## config.mk

```make
export PLATFORM = sky130hd
export DESIGN_NAME = cdce62002_spi_loader
export DESIGN_NICKNAME = d
export VERILOG_FILES = /design/src/rtl/cdce62002_pkg.sv /design/src/rtl/cdce62002_spi_loader_shift_engine.sv /design/src/rtl/cdce62002_spi_loader.sv
export SDC_FILE = /design/constraint.sdc
export NUM_CORES = 1
export LEC_CHECK = 0
export ABC_AREA = 0
export CORE_ASPECT_RATIO = 1.4
export CORE_UTILIZATION = 32
export CTS_CLUSTER_DIAMETER = 200
export DETAILED_ROUTE_END_ITERATION = 10
export SYNTH_ARGS = -nofsm -noshare
export SYNTH_HDL_FRONTEND = slang
export SYNTH_HIERARCHICAL = 1
export SYNTH_SLANG_ARGS = --single-unit
```

## constraint.sdc

```tcl
create_clock -name sysclk -period 4.4 [get_ports sysclk]
set_input_delay 0.88 -clock sysclk [delete_from_list [all_inputs] [get_ports sysclk]]
set_output_delay 0.88 -clock sysclk [all_outputs]
set_load 0.02 [all_outputs]
```

## src/rtl/cdce62002_pkg.sv

```systemverilog
// Shared constants, state encoding and transaction helpers for the CDCE62002 loader.
package cdce62002_pkg;

    localparam logic [3:0] REG0_ADDR = 4'h0;
    localparam logic [3:0] REG1_ADDR = 4'h1;
    localparam logic [3:0] READ_CMD  = 4'hE;
    localparam int         FRAME_LEN = 32;

    typedef enum logic [2:0] {
        IDLE,
        SETUP,
        LOW,
        HIGH,
        GAP,
        FINISH
    } state_t;

    typedef enum logic [1:0] {
        TXN_WRITE,
        TXN_READ_CMD,
        TXN_READ_DATA
    } txn_t;

    // Transaction list: W0, W1, RC0, RD0, RC1, RD1
    function automatic txn_t txn_type(input logic [2:0] idx);
        if (idx < 3'd2) begin
            return TXN_WRITE;
        end
        return idx[0] ? TXN_READ_DATA : TXN_READ_CMD;
    endfunction

    function automatic logic [3:0] txn_addr(input logic [2:0] idx);
        logic sel;
        sel = (idx < 3'd2) ? idx[0] : idx[2];
        return sel ? REG1_ADDR : REG0_ADDR;
    endfunction

endpackage

```

## src/rtl/cdce62002_spi_loader_shift_engine.sv

```systemverilog
// 32-bit LSB-first SPI shifter with SCLK half-period divider and MISO capture.
module spi_shift_engine
    import cdce62002_pkg::*;
#(
    parameter int CLK_DIV = 2
)
(
    input  logic                 sysclk,
    input  logic                 reset,
    input  logic                 load,
    input  logic [FRAME_LEN-1:0] load_word,
    input  logic                 in_low,
    input  logic                 in_high,
    input  logic                 miso,
    output logic                 mosi,
    output logic                 phase_end,
    output logic                 last_bit,
    output logic [27:0]          capture
);

    localparam logic [3:0] DIV_RELOAD = 4'(CLK_DIV - 1);

    logic [FRAME_LEN-1:0] sr;
    logic [4:0]           bit_cnt;
    logic [3:0]           div_cnt;
    logic                 active;
    logic                 bit_end;

    assign active    = in_low | in_high;
    assign phase_end = (div_cnt == 4'd0);
    assign last_bit  = (bit_cnt == 5'(FRAME_LEN - 1));
    assign bit_end   = in_high & phase_end;
    assign mosi      = sr[0];

    // Capture shifts in from the top so that after 32 bits it holds frame bits 31:4.
    always_ff @(posedge sysclk or posedge reset) begin
        if (reset) begin
            sr      <= '0;
            bit_cnt <= '0;
            div_cnt <= '0;
            capture <= '0;
        end else begin
            if (load) begin
                div_cnt <= DIV_RELOAD;
            end else if (active) begin
                div_cnt <= phase_end ? DIV_RELOAD : div_cnt - 4'd1;
            end

            if (load) begin
                sr      <= load_word;
                bit_cnt <= '0;
            end else if (bit_end) begin
                capture <= {miso, capture[27:1]};
                if (last_bit) begin
                    sr <= '0;
                end else begin
                    sr      <= {1'b0, sr[FRAME_LEN-1:1]};
                    bit_cnt <= bit_cnt + 5'd1;
                end
            end
        end
    end

endmodule

```

## src/rtl/cdce62002_spi_loader.sv

```systemverilog
// CDCE62002 configuration loader: writes RAM registers 0/1, optionally reads them back and verifies.
module cdce62002_spi_loader
    import cdce62002_pkg::*;
#(
    parameter logic [27:0] REG0_DATA = 28'h0000000,
    parameter logic [27:0] REG1_DATA = 28'h0000000,
    parameter int          CLK_DIV   = 2,
    parameter int          CS_GAP    = 4,
    parameter bit          VERIFY    = 1'b1
)
(
    input  logic sysclk,
    input  logic reset,
    input  logic start,
    output logic busy,
    output logic done,
    output logic error,
    output logic pll_spi_clk,
    output logic pll_spi_mosi,
    output logic pll_spi_cs_INV,
    input  logic pll_spi_miso
);

    localparam logic [2:0] LAST_IDX   = VERIFY ? 3'd5 : 3'd1;
    localparam logic [3:0] GAP_RELOAD = 4'(CS_GAP - 1);

    state_t          state;
    state_t          state_nxt;
    logic [2:0]      idx;
    logic [2:0]      load_idx;
    logic [3:0]      gap_cnt;
    logic            gap_end;
    logic            load;
    logic            phase_end;
    logic            last_bit;
    logic            sclk_nxt;
    logic            cs_inv_nxt;
    logic [27:0]     capture;
    logic [31:0]     load_word;

    function automatic logic [31:0] frame_word(input logic [2:0] i);
        case (txn_type(i))
            TXN_WRITE:    return {(txn_addr(i) == REG1_ADDR) ? REG1_DATA : REG0_DATA, txn_addr(i)};
            TXN_READ_CMD: return {24'h0, txn_addr(i), READ_CMD};
            default:      return '0;
        endcase
    endfunction

    function automatic logic [27:0] expected_data(input logic [2:0] i);
        return (txn_addr(i) == REG1_ADDR) ? REG1_DATA : REG0_DATA;
    endfunction

    assign gap_end   = (gap_cnt == 4'd0);
    assign load_idx  = (state == IDLE) ? 3'd0 : idx + 3'd1;
    assign load_word = frame_word(load_idx);

    spi_shift_engine #(
        .CLK_DIV (CLK_DIV)
    ) u_engine (
        .sysclk    (sysclk),
        .reset     (reset),
        .load      (load),
        .load_word (load_word),
        .in_low    (state == LOW),
        .in_high   (state == HIGH),
        .miso      (pll_spi_miso),
        .mosi      (pll_spi_mosi),
        .phase_end (phase_end),
        .last_bit  (last_bit),
        .capture   (capture)
    );

    always_comb begin
        state_nxt = state;
        load      = 1'b0;
        case (state)
            IDLE: begin
                if (start) begin
                    state_nxt = SETUP;
                    load      = 1'b1;
                end
            end
            SETUP: state_nxt = LOW;
            LOW: begin
                if (phase_end) state_nxt = HIGH;
            end
            HIGH: begin
                if (phase_end) state_nxt = last_bit ? GAP : LOW;
            end
            GAP: begin
                if (gap_end) begin
                    if (idx == LAST_IDX) begin
                        state_nxt = FINISH;
                    end else begin
                        state_nxt = SETUP;
                        load      = 1'b1;
                    end
                end
            end
            FINISH:  state_nxt = IDLE;
            default: state_nxt = IDLE;
        endcase
        // SPI pins are registered from the next state so they are glitch-free and track the FSM exactly.
        sclk_nxt   = (state_nxt == HIGH);
        cs_inv_nxt = !(state_nxt inside {SETUP, LOW, HIGH});
    end

    always_ff @(posedge sysclk or posedge reset) begin
        if (reset) begin
            state          <= IDLE;
            idx            <= '0;
            gap_cnt        <= '0;
            busy           <= 1'b0;
            done           <= 1'b0;
            error          <= 1'b0;
            pll_spi_clk    <= 1'b0;
            pll_spi_cs_INV <= 1'b1;
        end else begin
            state          <= state_nxt;
            pll_spi_clk    <= sclk_nxt;
            pll_spi_cs_INV <= cs_inv_nxt;
            case (state)
                IDLE: begin
                    if (start) begin
                        busy  <= 1'b1;
                        done  <= 1'b0;
                        error <= 1'b0;
                        idx   <= '0;
                    end
                end
                HIGH: begin
                    if (phase_end && last_bit) gap_cnt <= GAP_RELOAD;
                end
                GAP: begin
                    if (!gap_end) begin
                        gap_cnt <= gap_cnt - 4'd1;
                    end else begin
                        idx <= idx + 3'd1;
                        if (txn_type(idx) == TXN_READ_DATA && capture != expected_data(idx)) begin
                            error <= 1'b1;
                        end
                    end
                end
                FINISH: begin
                    busy <= 1'b0;
                    done <= 1'b1;
                end
                default: ;
            endcase
        end
    end

endmodule

```

==> impl_metrics.toml <==
[floorplanning]
die_area_mm2 = 0.0136
die_w_um = 98.7
die_h_um = 137
rows = 49
core-area_mm2 = 0.0128
initial_core_util = 0.327
ioPinCount = 10

[route]
via_per_inst = 4.96
wl_um = 7820
drt_first_pass_iters = 4
drc = 0
drt-initial-drc-count = 189
vias = 2952
wire_per_inst_um = 13.1
ant_nets = 0

[global_routing]
grtUsageMet3 = 0.0304
grt_pass1_wl_um = 14100
grt_busiest_layer = "met2"
grt_pass1_vias = 3007
grt_max_degree = 52
grt_use_met1 = 0.163
grt-ovfl-total = 0
antenna_found_initial = 0
grtUsageMet2 = 0.217
track_usage = 0.129

[critical_path]
startpoint_type = "primary input"
critical_path_class = "in -> reg"
path_common_cell = "buf_4"
cp_max_fo = 33
critPathMaxStageDelay_ns = 0.57
path_cells = "clkdlybuf4s50_1, or4b_1, nand2_2, buf_4, or3_1, buf_4, mux2_2"
worst_ep_arrival_time_ns = 3.35
critPathRequiredTime_ns = 4.62
cp-end-kind = "register"
cp_slowest_cell = "or4b_1"

[yosys]
synth-seq-cells = 84
synth-edff-count = 0
synth.area.top_cells = "dfrtp_1 (50%), mux2_4 (7.2%), nand3_1 (6.8%), nor2b_1 (4.2%), o21ai_0 (3.8%)"
synthTopCellsByCount = "dfrtp_1 (83), nand3_1 (57), nand2_1 (37)"
synthesis.instances = 410
synthDistinctLibCells = 51
yosysWarnings = 6
synthFlopType = "dfrtp_1"
synth-seq-area-share = 0.502
syn_avg_cell_area_um2 = 10.2
ys_async_sr_fraction = 1.00
synth_top_area_frac = 0.496
synthDominantAreaCellType = "dfrtp_1"
syn_area_mm2 = 0.00419
synth_most_common_cell = "dfrtp_1"

[placement]
dp_hpwl_um = 4900
place_congestion = 0.726
io_buffers = 9
dpl_cell_area_mm2 = 0.00450
post-place-ws_ns = 0.923
dpl.cell_count = 579

[cts]
cts_buffers = 9
cts-resized-gates = 0
cts.clk_slew.worst_paths_ns = 0.06
postCtsSetupRepairBufs = 0
clock_path_buffers = 2
htree_levels = 3
clock_latency_ns = 0.34
root_buffer = "clkbuf_16"
cts_sinks = 84
cts_hold_buffers = 0
cts_tree = "yes"

[pwr]
leakage_nw = 2.19
total_power_mw = 1.56
peakVddDrop_uv = 172
power.density_mw_per_mm2 = 326

[worst_hold_path]
min_path_type = "reg -> reg"

[finish]
seq_area_mm2 = 0.00210
final_area_mm2 = 0.00479
fin_cells = 595
fillers = 1266
multiInputGateArea_mm2 = 0.00201
nets = 447
syn2layout_area_growth_pct = 14.2
drive_above_1_share = 0.145
antennaDiodeCount = 0

[sta]
setup_viol = 0
rsz0062_at_grt = "false"
max_freq_mhz = 320
worstMarginPinSlew_ns = 1.10
fin_skew_ns = 0.00849
setup_slack_ns = 1.27
slew_viol_final = 0
hold_viol_final = 0
slew-limit-headroom = 0.267
setup_tns_ns = 0
period_share = 0.711
finalCriticalPeriod_ns = 3.13

[outcome]
status = "completed"

[job]
cap_violations = 0
==> path summary, 6_finish.rpt <==
| check | cells past startpoint | slack, ns | endpoint | start |
|---|---|---|---|---|
| max | 7 | 1.27 | u_engine/capture[24]$_DFFE_PP0P_ | start |
| min | 2 | 0.51 | error$_DFFE_PP0P_ | error$_DFFE_PP0P_ |
| max reg2reg | 5 | 1.57 | u_engine/capture[15]$_DFFE_PP0P_ | state[0]$_DFF_PP0_ |
| min reg2reg | 2 | 0.51 | error$_DFFE_PP0P_ | error$_DFFE_PP0P_ |
| max in group asynchronous | 3 | 2.38 | u_engine/capture[4]$_DFFE_PP0P_ | reset |
| min in group asynchronous | 2 | 0.96 | gap_cnt[3]$_DFFE_PP0P_ | reset |
==> per-stage QoR <==
stage,util,hold WS (ns)
after global placement,0.351,0.500
after detailed placement,0.351,0.496
after floorplan,-,0.482
after global routing,0.373,0.537
final,0.373,0.510
after CTS,0.373,0.514
==> state kept, by name, summed over array words and instances, names as in the netlist, 3 cells and up <==
register and count:
state 3, u_engine/div_cnt 4, u_engine/sr 32, idx 3, u_engine/capture 28, u_engine/bit_cnt 5, gap_cnt 4
==> power breakdown <==
part	internal (mW)	leakage [nW]	total [mW]	switching, mW
logic	0.0186	0.994	0.0482	0.0296
registers	0.787	1.05	0.794	0.00699
clock network	0.402	0.139	0.718	0.316
total	1.21	2.19	1.56	0.353
==> routing by layer <==
layer  part of all wire  vias up
met4              0.013        0
met3              0.019        8
met1               0.48     1449
met2               0.49       18
met5                  0        -
li1                   -     1477
==> kinds of logic after synthesis <==
logic type               share of synthesized area
other                                     0.000895
multiplexers                                0.0980
XOR/XNOR                                   0.00836
buffers and inverters                       0.0412
adder cells (fa/ha/maj)                     0.0179
AO/OA/AOI/OAI                                0.106
AND/OR/NAND/NOR                              0.226
flip-flops                                   0.502
==> layout make-up <==
cell class                      count  share of cell area
Sequential cell                    84               0.439
Clock inverter                      6             0.00993
Inverter                           13              0.0102
Timing Repair Buffer               16              0.0298
Tap cell                          153              0.0400
Clock buffer                       10              0.0499
Multi-Input combinational cell    313               0.421
==> critical path, delay by kind of cell <==
kind,cells,cell delay (ns)
buf+inv,3,1.22
mux,1,0.39
simple gates,3,0.85
==> placed cells by master (no fill, tap or decap), types with 5 or more instances in the layout <==
master	synthesis	final
conb_1	1	27
nand2b_1	6	6
nor4_1	8	8
clkdlybuf4s50_1	0	9
nor2b_1	28	28
buf_4	0	7
o21ai_1	5	5
clkbuf_16	0	9
nor2_1	13	13
ha_1	6	6
dfrtp_1	83	83
nand2_1	37	36
nand3_1	57	57
inv_1	12	11
mux2_2	8	8
a21oi_1	12	12
o21ai_0	32	32
mux2_4	20	20
Note: power is estimated with default switching activity, not from simulation.
